[config.mk]
export PLATFORM = sky130hd
export DESIGN_NAME = nn_inst_fetch
export DESIGN_NICKNAME = d
export VERILOG_FILES = /design/src/rtl/nn_inst_fetch.sv
export SDC_FILE = /design/constraint.sdc
export NUM_CORES = 1
export LEC_CHECK = 0
export CAP_MARGIN = 20
export CORE_AREA = 4 4 133 135
export DETAILED_ROUTE_END_ITERATION = 6
export DIE_AREA = 0 0 137 139
export PLACE_DENSITY = 0.55
export SETUP_SLACK_MARGIN = 0.2
export SKIP_CTS_REPAIR_TIMING = 1
export SLEW_MARGIN = 5
export SYNTH_ARGS = -nofsm -noshare
export SYNTH_HDL_FRONTEND = slang
export SYNTH_SLANG_ARGS = --single-unit
[constraint.sdc]
create_clock -name iclk -period 2.8 [get_ports iclk]
set_input_delay 0.28 -clock iclk [delete_from_list [all_inputs] [get_ports iclk]]
set_output_delay 0.28 -clock iclk [all_outputs]
set_load 0.005 [all_outputs]
[src/rtl/nn_inst_fetch.sv]
// ---------------------------------------------------------------------------
// nn_inst_fetch
//   Instruction-fetch initiator for the Block_Memory instruction port.
//   Issues instruction addresses, captures the returned word one cycle later,
//   buffers up to two words and hands them to the NN decoder over valid/ready.
//   A redirect reloads the PC and flushes queued and in-flight fetches.
//
//   Build option:
//     FETCH_HALT_DETECT_EN - when defined, a word whose top nibble is 4'hF acts
//       as a halt: fetching stops once it is enqueued, and the unit enters HALT
//       when the decoder takes it. istart resumes at the following address.
//       When undefined, 4'hF is an ordinary opcode and ohalted is tied low.
//
//   Ports:
//     iclk, irst_n       clock, asynchronous active-low reset
//     istart             pulse: begin/resume fetching (IDLE/HALT -> RUN)
//     iredirect          pulse: load PC from iredirect_addr, flush queue
//     iredirect_addr     new PC on redirect
//     oInstAddr          instruction address to Block_Memory
//     iInstr             instruction word from Block_Memory
//     oinstr, oinstr_pc  head-of-queue word and its address
//     oinstr_valid       head valid
//     iinstr_ready       decoder accepts head when valid & ready
//     obusy              unit is in RUN
//     ohalted            unit is in HALT
// ---------------------------------------------------------------------------
module nn_inst_fetch #(
    parameter int unsigned         ADDR_W   = 16,
    parameter int unsigned         INSTR_W  = 24,
    parameter logic [ADDR_W-1:0]   RESET_PC = '0
) (
    input  logic               iclk,
    input  logic               irst_n,
    input  logic               istart,
    input  logic               iredirect,
    input  logic [ADDR_W-1:0]  iredirect_addr,
    output logic [ADDR_W-1:0]  oInstAddr,
    input  logic [INSTR_W-1:0] iInstr,
    output logic [INSTR_W-1:0] oinstr,
    output logic [ADDR_W-1:0]  oinstr_pc,
    output logic               oinstr_valid,
    input  logic               iinstr_ready,
    output logic               obusy,
    output logic               ohalted
);

    typedef enum logic [1:0] {
        IDLE = 2'd0,
        RUN  = 2'd1,
        HALT = 2'd2
    } state_t;

    state_t state, stateNext;

    logic [ADDR_W-1:0]  pc, pcNext;
    logic [ADDR_W-1:0]  addrQ, addrNext;
    logic [ADDR_W-1:0]  issueAddr;
    logic               inFlight, inFlightNext;
    logic [ADDR_W-1:0]  flightPc, flightPcNext;
    logic               haltPending, haltPendingNext;

    // Two-entry queue; entry 0 is always the head.
    logic [INSTR_W-1:0] qData0, qData1, qData0Next, qData1Next;
    logic [ADDR_W-1:0]  qPc0, qPc1, qPc0Next, qPc1Next;
    logic [1:0]         count, countNext;

    logic               pop;
    logic               push;
    logic               pushHalt;
    logic               popHalt;
    logic [1:0]         base;
    logic [1:0]         occ;
    logic               issue;

    assign oInstAddr    = addrQ;
    assign oinstr       = qData0;
    assign oinstr_pc    = qPc0;
    assign oinstr_valid = (count != 2'd0);
    assign obusy        = (state == RUN);

    assign pop  = (count != 2'd0) && iinstr_ready;
    // A redirect discards the word returning this cycle.
    assign push = inFlight && !iredirect;

`ifdef FETCH_HALT_DETECT_EN
    // Issuing stops once a halt word is enqueued, so any 4'hF word in the
    // queue is necessarily the last one and its transfer ends the run.
    assign pushHalt = push && (iInstr[INSTR_W-1 -: 4] == 4'hF);
    assign popHalt  = pop  && (qData0[INSTR_W-1 -: 4] == 4'hF);
    assign ohalted  = (state == HALT);
`else
    assign pushHalt = 1'b0;
    assign popHalt  = 1'b0;
    assign ohalted  = 1'b0;
`endif

    // Occupancy after this edge: queue plus the word being captured, less the
    // word leaving. Issuing against it lets a transfer free a slot the same
    // cycle, which is what sustains one word per cycle.
    assign base = count - {1'b0, pop};
    assign occ  = iredirect ? 2'd0 : (base + {1'b0, push});

    always_comb begin
        stateNext = state;
        unique case (state)
            IDLE:    if (istart)  stateNext = RUN;
            RUN:     if (popHalt) stateNext = HALT;
            HALT:    if (istart)  stateNext = RUN;
            default: stateNext = IDLE;
        endcase
    end

    always_comb begin
        issueAddr = iredirect ? iredirect_addr : pc;
        issue     = (stateNext == RUN) && (occ < 2'd2) &&
                    (iredirect || !(haltPending || pushHalt));

        pcNext       = pc;
        addrNext     = addrQ;
        inFlightNext = issue;
        flightPcNext = flightPc;

        if (iredirect) begin
            pcNext = iredirect_addr;
        end
        if (issue) begin
            pcNext       = issueAddr + ADDR_W'(1);
            addrNext     = issueAddr;
            flightPcNext = issueAddr;
        end
    end

    always_comb begin
        qData0Next = qData0;
        qData1Next = qData1;
        qPc0Next   = qPc0;
        qPc1Next   = qPc1;
        countNext  = count;

        if (pop) begin
            qData0Next = qData1;
            qPc0Next   = qPc1;
        end

        if (iredirect) begin
            countNext = 2'd0;
        end else begin
            if (push) begin
                if (base == 2'd0) begin
                    qData0Next = iInstr;
                    qPc0Next   = flightPc;
                end else begin
                    qData1Next = iInstr;
                    qPc1Next   = flightPc;
                end
            end
            countNext = occ;
        end
    end

    always_comb begin
        haltPendingNext = haltPending;
        if (iredirect || popHalt) begin
            haltPendingNext = 1'b0;
        end else if (pushHalt) begin
            haltPendingNext = 1'b1;
        end
    end

    always_ff @(posedge iclk or negedge irst_n) begin
        if (!irst_n) begin
            state       <= IDLE;
            pc          <= RESET_PC;
            addrQ       <= RESET_PC;
            inFlight    <= 1'b0;
            flightPc    <= '0;
            haltPending <= 1'b0;
            qData0      <= '0;
            qData1      <= '0;
            qPc0        <= '0;
            qPc1        <= '0;
            count       <= 2'd0;
        end else begin
            state       <= stateNext;
            pc          <= pcNext;
            addrQ       <= addrNext;
            inFlight    <= inFlightNext;
            flightPc    <= flightPcNext;
            haltPending <= haltPendingNext;
            qData0      <= qData0Next;
            qData1      <= qData1Next;
            qPc0        <= qPc0Next;
            qPc1        <= qPc1Next;
            count       <= countNext;
        end
    end

endmodule

# == Word level (Yosys, flattened, before mapping) ==
# Cells that the tools add are included.
# totals
reg_bits,117
wordCells,41
# op_classes
eq_ne,3
magnitude_cmp,1
addsub,3
bitwise_logic,2
reduce_logical,9
muxes,14
# op_table
cell,count
two-way mux 16 bit,6
two-way mux 24 bit,4
"adder 16 x 1 -> 16 bit, second input constant",1
two-way mux 2 bit,3
"equality test 2 x 1 -> 1 bit, second input constant",2
logical NOT 2 bit,2
one-hot mux 2 bit (2 select lines),1
logical AND 1 bit,3
AND reduction 3 bit,1
adder 2 x 1 -> 2 bit,1
"equality test 2 bit, second input constant",1
"less-than comparator 2 bit, second input constant",1
NOT 1 bit,2
nonzero test 2 bit,1
OR reduction 2 bit,1
subtractor 2 x 1 -> 2 bit,1
logical NOT 1 bit,1

# == Longest topological paths before layout ==
# depth
depth_word,8
ltp_mapped,13

# == Worst setup path before layout ==
# Ideal clock, no wire load.
# synth_path
path_kind,register -> register
from,register count[1]
to,register pc[14]
required_time_ns,2.720
setup_slack_ns,-0.043
setup_ns,0.080
path_stages_with_launch,13
arrival_time_ns,2.764
n_path_buf,1
synth_period_minus_slack_ns,2.843
path_cell_list,dfrtp_1 or2_2 nand2_1 buf_2 inv_1 ha_1 inv_1 ha_1 xnor3_2 o22ai_2 or3_4 nor4_4 xnor2_1
# synth_via
elab_chain_cells,8
# synth_lines
item,line_no,source
from (decl),65,"logic [1:0] count, countNext;"
from (signal assigned),194,count <= countNext;
nonzero test 2 bit,n/a,
via oinstr_valid,41,"output logic oinstr_valid,"
logical AND 1 bit,81,assign pop = (count != 2'd0) && iinstr_ready;
subtractor 2 x 1 -> 2 bit,100,"assign base = count - {1'b0, pop};"
adder 2 x 1 -> 2 bit,101,"assign occ = iredirect ? 2'd0 : (base + {1'b0, push});"
two-way mux 2 bit,101,
less-than comparator 2 bit,115,issue = (stateNext == RUN) && (occ < 2'd2) &&
logical AND 1 bit,115,
two-way mux 16 bit,126,if (issue) begin
via pcNext[14],55,"logic [ADDR_W-1:0] pc, pcNext;"
to (signal assigned),185,pc <= pcNext;
to (decl),55,
# The timed path passes the listed nets, and every way through them passes these cells.
# A chain may end at the register's enable or synchronous reset.

# == Worst setup path in the final report ==
# layout_path
from,register count[1]
to,register pc[10]
# layout_via
elab_chain_cells,8
# layout_lines
item,line_no
nonzero test 2 bit,81
logical AND 1 bit,81
subtractor 2 x 1 -> 2 bit (*),100
adder 2 x 1 -> 2 bit (*),101
two-way mux 2 bit (*),101
less-than comparator 2 bit (*),115
logical AND 1 bit (*),115
two-way mux 16 bit (*),126
via pcNext[10],55
# Mark *: on every way through the listed nets, which the timed path passes. The rest lies on a longest branch.

==> run_results.csv <==
group,metric,value,unit
floorplanning,fp.dieW,137,µm
critical_path,path_buf_inv,2,
critical_path,cp_slowest_cell,"or3_4",
power,ir_drop,0.423,mV
grt,gr-total-overflow,0,
placed_design,dp_slack,182,ps
floorplanning,start_util,0.316,
route,final_antenna_net_count,0,
route,dr_total_vias,3563,
clock_network,cts.sinks,117,
final_layout,antenna_cells,0,
critical_path,critPathLaunch,"count[1]",
floorplanning,fp.dieArea,19000,µm²
placed_design,place_congestion,0.778,
logic_synthesis,ys_seq_area_frac,0.563,
run,maxCapViolCount,0,
timing,hold_slack,-46.9,ps
final_layout,nets,598,
grt,grt_usage,0.131,
route,drt_iter0_drc,142,
route,vias_per_cell,4.55,
logic_synthesis,ys_types,37,
logic_synthesis,yosysMostFrequentCell,"dfrtp_1",
grt,grtUsageMet2,0.210,
grt,grt_pass1_wl,19.4,mm
timing,slew_viol_final,0,
clock_network,path_clk_slew,50,ps
logic_synthesis,ys_seq_elements,117,
critical_path,cp_top_family,"simple AND/OR/NAND/NOR gates",
power,p_per_area,1210,nW/µm²
route,drc,0,
grt,grt_max_degree,59,
critical_path,path_class,"flip-flop to flip-flop",
critical_path,cp_cell_sequence,"or2_4 -> nand2_4 -> inv_1 -> ha_1 -> inv_1 -> ha_1 -> xnor3_2 -> o22ai_2 -> or3_4 -> nor3_2 -> xnor2_1",
status,status,"complete, but fails checks",
grt,antenna_found_initial,0,
timing,layout_setup_ws,365,ps
timing,fin_crit_sh,0.870,
critical_path,cp-end-kind,"flip-flop",
critical_path,worstPathMaxFanout,4,
logic_synthesis,async_flop_share,1.00,
status,violations,"hold timing",
grt,grt.met1_usage,0.165,
grt,busiest_layer,"met2",
logic_synthesis,synth_ff_type,"dfrtp_1",
clock_network,clk_path_buf_depth,2,
floorplanning,core-area,16500,µm²
logic_synthesis,yosysWarnings,0,
worst_hold_path,hold_class,"input port to asynchronous set/reset pin",
grt,grt_pass1_vias,3750,
logic_synthesis,synth_edf_count,0,
final_layout,layoutNonFillerInstCount,783,
placed_design,hpwl,8.14,mm
floorplanning,io_pins,104,
logic_synthesis,yosysTopAreaCell,"dfrtp_1",
floorplanning,std_cell_rows,47,
logic_synthesis,synth.cell_area,5200,µm²
critical_path,cp-start-kind,"flip-flop",
final_layout,drive_gt1_frac,0.178,
timing,slew_headroom,0.491,
timing,rsz0062_at_grt,"no",
clock_network,cts_buffers,17,
timing,worst_pin_slew,764,ps
route,wl_per_cell,15.0,µm
power,p_leak,3.18,nW
critical_path,rr_startpoint,"count[1]",
grt,grt.met3_usage,0.0410,
final_layout,fillCellCount,1568,
timing,tns,0,ps
timing,fmax,411,MHz
final_layout,area_growth,37.2,%
critical_path,worstPathRequired,3130,ps
critical_path,max_stage_delay,420,ps
clock_network,cts_htree_levels,4,
placed_design,io_buffers,102,
clock_network,cts_tree,"done",
critical_path,crit_arrival,2760,ps
placed_design,dp_cells,751,
timing,setup_viol,0,
logic_synthesis,yosysTopAreaCellShare,0.563,
floorplanning,die_y,139,µm
route,drtPass1Iterations,4,
logic_synthesis,syn-num-nets,487,
route,drt-total-wl,11.7,mm
logic_synthesis,synthCells,439,
timing,hold_viol_final,56,
logic_synthesis,syn_avg_cell_area,11.9,µm²
final_layout,finish.utilization,0.434,
timing,period_minus_slack,2440,ps
logic_synthesis,ys_top_cells_by_count,"dfrtp_1, mux2i_1, a21oi_1, nor2_1, mux2_2",
logic_synthesis,ys_top_cells_by_area,"dfrtp_1, mux2i_1, mux2_2, a21oi_1, nor2_1",
clock_network,clockRootBuffer,"clkbuf_16",
clock_network,clk_latency,400,ps
timing,clock_skew,4.53,ps
-- per-layer routing --
layer	routed length (µm)	part of all wire
met4	185	0.016
met2	5720	0.49
met1	5280	0.45
met3	542	0.046
met5	0	0
-- where the power goes --
group	switching (W)	total [W]	internal [W]
Combinational	0.00147	0.00340	0.00193
Clock	0.000723	0.00219	0.00146
Sequential	0.000515	0.00304	0.00252
Total	0.00271	0.00862	0.00591
-- cell type report --
| type | count | area (µm²) | area share |
|---|---|---|---|
| clock buffers | 23 | 478 | 0.0670 |
| clock inverters | 9 | 125 | 0.0175 |
| inverters | 10 | 37.5 | 0.00526 |
| multi-input cells | 287 | 2150 | 0.301 |
| flip-flops and latches | 117 | 2930 | 0.410 |
| well taps | 220 | 275 | 0.0386 |
| repair buffers | 117 | 1150 | 0.161 |
-- registers in the layout (all words and copies together), names as in the netlist --
name and count:
count 2, flightPc 16, inFlight 1, oinstr 24, oinstr_pc 16, pc 16, qData1 24, qPc1 16
state 2
-- cells in the final DEF (no fill, tap or decap), drive strengths merged, types with 4 or more instances in the layout --
master | netlist | layout
clkdlybuf4s50 | 0 | 101
buf | 16 | 16
xor2 | 4 | 4
nor3 | 6 | 6
nor2b | 5 | 5
mux2i | 56 | 56
nand2 | 26 | 26
dfrtp | 117 | 117
clkinv | 0 | 4
clkbuf | 9 | 23
inv | 10 | 10
mux2 | 40 | 40
xnor2 | 14 | 14
a21oi | 45 | 45
o21ai | 17 | 17
nor2 | 44 | 44
-- kinds of logic (layout without fill, tap and decap cells) --
family | after synthesis | count (layout) | share of synthesized area
muxes | 96 | 96 | 0.194
buffers and inverters | 35 | 159 | 0.0317
xor gates and xnor gates | 19 | 19 | 0.0349
AOI/OAI and AO/OA | 67 | 67 | 0.0719
adders and majority gates | 3 | 3 | 0.00721
DFF | 117 | 117 | 0.563
and+or+nand+nor | 101 | 101 | 0.0967
other | 1 | 1 | 0.000721
-- through the flow --
step | hold slack [ps] | instance area (µm²) | power [W]
after floorplan | -15.6 | 5220 | 0.00497
after global placement | 407 | 6520 | 0.00641
after detailed placement | 416 | 6520 | 0.00655
after CTS | -31.1 | 7120 | 0.00879
after global routing | 12.8 | 7140 | 0.00927
final | -46.9 | 7140 | 0.00862
-- worst paths after layout --
check	to	cells after the start	slack [ps]
max	pc[10]	11	360
max in group asynchronous	qData1[19]	2	2140
max reg2reg	pc[10]	11	360
min reg2reg	state[1]	1	480
min	oinstr_pc[14]	1	-50
min in group iclk	state[1]	1	480
No activity file was read; power rests on OpenSTA's default activity.
==> variant 1 (config.mk and constraints unchanged) <==
`qData0` and `qData1` no longer have a reset.
--- a/src/rtl/nn_inst_fetch.sv
+++ b/src/rtl/nn_inst_fetch.sv
@@ -175,8 +175,6 @@
             inFlight    <= 1'b0;
             flightPc    <= '0;
             haltPending <= 1'b0;
-            qData0      <= '0;
-            qData1      <= '0;
             qPc0        <= '0;
             qPc1        <= '0;
             count       <= 2'd0;
@@ -187,13 +185,16 @@
             inFlight    <= inFlightNext;
             flightPc    <= flightPcNext;
             haltPending <= haltPendingNext;
-            qData0      <= qData0Next;
-            qData1      <= qData1Next;
             qPc0        <= qPc0Next;
             qPc1        <= qPc1Next;
             count       <= countNext;
         end
     end
 
+    always_ff @(posedge iclk) begin
+        qData0 <= qData0Next;
+        qData1 <= qData1Next;
+    end
+
 endmodule
 
Check against the original RTL: differs if irst_n is asserted again (counterexample within 4 cycles, from zero or initial values and one cycle with irst_n low); with irst_n held inactive, the same outputs for 4 cycles.
==> variant 1 against the original RTL <==
Count of clock-buffer cells in the layout fell by 6. Sequential share of layout area rose by 1.7 points. Routed wire length fell by 5.3%. Final area fell by 4.1%. Largest cell class unchanged. Largest power group unchanged. Final cell count fell by 3.8%. Sequential cell count did not move. Power fell by 3.8%. Synthesized area fell by 5.4%. Setup slack got worse by 0.055 ns. Non-clock buffer count fell by 6. Global-route usage fell by 1.3 points.
==> variant 1: results (changes against the original RTL) <==
Crit path max-delay family simple AND/OR/NAND/NOR gates (unchanged); slew margin rel. 41.1% (was 49.1%); Clk. pwr 2290 uW (was 2190 uW); synthesized net count 460 (was 487); Final Cell Area 6850 sq um (was 7140 sq um); global-route wire length before repair 17500 um (was 19400 um); Synth Area per Inst 11.9 sq um (about the same); count of multi-input gates 263 (was 287); sequential cells 117 (unchanged); vias in the first global route 3314 (was 3750); Non-clock buffer share 16.1% (about the same); post-route insts no fill 753 (was 783); Distinct cells, synth 39 (was 37); DP Area 6220 sq um (was 6520 sq um); number of flops mapped to enable cells by yosys 24 (was 0); placed cell count 721 (was 751); share of layout cells above drive strength 1 13.5% (was 17.8%); final wirelength 11100 um (was 11700 um); CP max stage delay 0.40 ns (was 0.42 ns); vias per cell 4.44 (was 4.55); FF-to-FF setup slack 0.31 ns (was 0.36 ns); Clk pwr share 27.6% (was 25.3%); FFs w/ async S/R, synth 59.0% (was 100%); Iter 0 DRT Violations 98 (was 142); peak supply drop 0.488 mV (was 0.423 mV); CLK BUF 17 (was 23); top post-synthesis cells by count dfrtp_1 (69), mux2i_1 (56), a21oi_1 (45), nor2_1 (44), nand2_1 (25) (was dfrtp_1 (117), mux2i_1 (56), a21oi_1 (45), nor2_1 (44), mux2_2 (40)); count of non-CTS buffers in the layout 111 (was 117); TritonCTS buffer count 17 (unchanged); leak pwr 0.00294 uW (was 0.00318 uW); Critical Path AT 2.82 ns (was 2.76 ns); Crit Reg-Reg Endpoint pc[14] (was pc[10]); P_seq 2950 uW (was 3040 uW); inverters 10 (unchanged); register area share after synthesis 59.5% (was 56.3%); multi-input combinational area share 27.4% (was 30.1%); Worst setup EP type flip-flop (unchanged); CTS clk-pin slew, worst paths around 0.06 ns; dpl hpwl 7560 um (was 8140 um); internal power 5690 uW (was 5910 uW); clk tree area frac 9.16% (was 8.45%); n_diodes 0 (unchanged); total track usage 11.9% (was 13.1%); number of H-tree levels 4 (unchanged); slowest stage cell, crit path dfrtp_1 (was or3_4); hold_ws 0.0637 ns (was -0.0469 ns); sequential share of cell area 42.8% (was 41.0%); filler cell count 1585 (was 1568); RePlAce Congestion 0.742 (was 0.778); most area-consuming cells after synthesis dfrtp_1 (35%), edfxtp_1 (15%), mux2i_1 (11%) (was dfrtp_1 (56%), mux2i_1 (11%), mux2_2 (8.7%)); Layout Nets 568 (was 598); Post-Place Worst Slack 0.157 ns (was 0.182 ns); skew final 0.00619 ns (was 0.00453 ns); status completed (was complete, but fails checks); largest net degree at the start of global routing 81 (was 59)
==> variant 1: changes by cell type in the layout (fill, tap and decap cells not counted), sizes merged <==
| cell | unedited run | this run |
|---|---|---|
| clkinv | 4 | 5 |
| inv | 10 | 13 |
| buf | 16 | 10 |
| mux2 | 40 | 16 |
| clkinvlp | 2 | 3 |
| bufinv | 3 | 4 |
| dfxtp | 0 | 24 |
| clkbuf | 23 | 17 |
| edfxtp | 0 | 24 |
| dfrtp | 117 | 69 |
==> variant 1: kinds of logic (layout without fill, tap and decap cells) <==
family,after synthesis,count (layout),synth area share [%]
flip-flops,117,117,59.5
AND/OR/NAND/NOR,101,101,10.2
multiplexers,72,72,15.0
AO/OA/AOI/OAI,67,67,7.68
buffers and inverters,32,153,3.05
XOR/XNOR,19,19,3.69
adder cells (fa/ha/maj),3,3,0.763
other,1,1,0.0762
==> variant 1: metal layers <==
layer	track usage [%]	wire (um)
met1	16.0	5270
met2	17.5	4840
met3	4.43	829
met4	4.25	166
met5	0	0
==> variant 2 (same flow settings) <==
Made on the original files. `ADDR_W`: 16 -> 14.
--- a/src/rtl/nn_inst_fetch.sv
+++ b/src/rtl/nn_inst_fetch.sv
@@ -25,7 +25,7 @@
 //     ohalted            unit is in HALT
 // ---------------------------------------------------------------------------
 module nn_inst_fetch #(
-    parameter int unsigned         ADDR_W   = 16,
+    parameter int unsigned         ADDR_W   = 14,
     parameter int unsigned         INSTR_W  = 24,
     parameter logic [ADDR_W-1:0]   RESET_PC = '0
 ) (
Ports: changed (resized iredirect_addr, oInstAddr and oinstr_pc); port bits go from 104 to 98. The function was not compared with the original's and may differ.
==> variant 2 against the original RTL <==
The run still ends with hold timing left. Sequential cell count shrank 8. Synthesized area fell by 8.6%. Non-clock buffer count is 11 lower. Synthesized cell count decreased by 8.4%. Hold slack gained 0.0088 ns. Via count is 10% lower. Die area did not move. Setup slack gained 0.00099 ns. Clock power is 40% lower. Routed wire length fell by 9.0%. Power decreased by 15%. First-iteration DRC count up 11%. Fmax about the same. Final area down 12%. Largest cell class unchanged.
==> variant 2: results (changes against the original RTL) <==
Clock Latency Late Sink 0.34 ns (was 0.40 ns); initial antenna violation count 0 (unchanged); endpoints failing hold 46 (was 56); worst-case clock buffer depth 2 (unchanged); post-route insts no fill 720 (was 783); synthesized netlist cell count 402 (was 439); Worst R2R Path Depth 12 (was 11); CTS clk-pin slew, worst paths 0.07 ns (was 0.05 ns); register area share after synthesis 57.4% (was 56.3%); number of H-tree levels 3 (was 4); top post-synthesis cells by count dfrtp_1 (109), nor2_1 (55), a21oi_1 (53), mux2i_1 (51), mux2_2 (38) (was dfrtp_1 (117), mux2i_1 (56), a21oi_1 (45), nor2_1 (44), mux2_2 (40)); total track usage 11.9% (was 13.1%); Root Driver clkbuf_16 (unchanged); n_diodes 0 (unchanged); skew final 0.00532 ns (was 0.00453 ns); I/O Buffers 96 (was 102); FFs w/ async S/R, synth 100% (unchanged); dpl hpwl 7360 um (was 8140 um); Distinct cells, synth 39 (was 37); placed cell count 704 (was 751); peak supply drop 0.469 mV (was 0.423 mV); most area-consuming cells after synthesis dfrtp_1 (57%), mux2i_1 (11%), mux2_2 (9.0%) (was dfrtp_1 (56%), mux2i_1 (11%), mux2_2 (8.7%)); worst-margin pin slew 0.696 ns (was 0.764 ns); Worst Path Max Fanout 3 (was 4); vias in the first global route 3317 (was 3750); TritonCTS buffer count 9 (was 17); RePlAce Congestion 0.808 (was 0.778); hold_ws -0.0380 ns (was -0.0469 ns); vias after detailed routing 3191 (was 3563); drt wl/cell 14.8 um (was 15.0 um); leak pwr 0.00280 uW (was 0.00318 uW); Critical Path AT 2.71 ns (was 2.76 ns); largest net degree at the start of global routing 49 (was 59); global-route wire length before repair 17800 um (was 19400 um); share of layout cells above drive strength 1 15.8% (was 17.8%); Layout Nets 541 (was 598); Iter 0 DRT Violations 158 (was 142); failing checks hold timing (unchanged); drt pass-1 iters 7 (was 4); status complete, but fails checks (unchanged); hold crit path type primary input to async pin (unchanged); Synth Warn # 0 (unchanged); synthesized net count 448 (was 487)
variant 2: changes by cell type after synthesis, sizes merged, moves of 5 or more:
cell	before	now
o21ai	17	1
nor3	6	0
a21oi	45	53
dfrtp	117	109
nor2	44	55
mux2i	56	51
xor2	4	10
xnor2	14	3
nand2	26	14
variant 2: critical path, cell delays in order (launching register included):
cell	delay (ns)
dfrtp_1	0.41
or2_4	0.28
nand2_4	0.07
inv_4	0.03
ha_4	0.28
inv_2	0.03
ha_2	0.17
xor3_1	0.22
a222oi_1	0.31
buf_4	0.19
nand3_1	0.09
xor2_1	0.16
mux2i_1	0.12
variant 2: final timing paths:
kind / start / endpoint / slack (ns)
setup / recovery: count[1] / pc[5] / 0.37
hold / removal: irst_n / qData1[19] / -0.04
setup reg to reg: count[1] / pc[5] / 0.37
hold reg to reg: state[0] / state[1] / 0.46
max in group asynchronous: irst_n / qData1[0] / 2.14
min in group iclk: state[0] / state[1] / 0.46
variant 2: logic make-up after synthesis:
logic type,Yosys count,synth area share [%]
compound gates,61,6.92
xor+xnor,14,2.89
fa+ha+maj,3,0.790
buf+inv,33,3.39
flops,109,57.4
mux,89,19.7
other cells,1,0.0789
simple gates,92,8.82
variant 2: final cells by class:
cell class,instances,area [sq um]
flip-flops and latches,109,2730
clock buffers,11,253
inverters,9,36.3
repair buffers,106,1050
multi-input cells,260,1910
clock inverters,5,58.8
fillers,1557,10200
well taps,220,275
variant 2: layer usage:
metal	wire length, um	GRT usage (%)
met5	0	0
met1	5130	16.5
met4	168	4.52
met3	529	2.65
met2	4840	18.0
variant 2: where the power goes:
| part | internal, uW | total [uW] | switching (uW) |
|---|---|---|---|
| Clock | 743 | 1310 | 566 |
| Sequential | 2350 | 2820 | 475 |
| Combinational | 1820 | 3210 | 1390 |
variant 2: stage by stage:
stage	hold slack [ns]	util (%)	setup slack (ns)	area, sq um
2_1_floorplan	-0.0156	-	0.131	4800
3_3_place_gp	0.353	36.4	0.230	5990
3_5_place_dp	0.362	36.4	0.201	5990
4_1_cts	-0.0184	38.3	0.313	6300
5_1_grt	0.0137	38.3	0.213	6300
6_report	-0.0380	38.3	0.366	6300
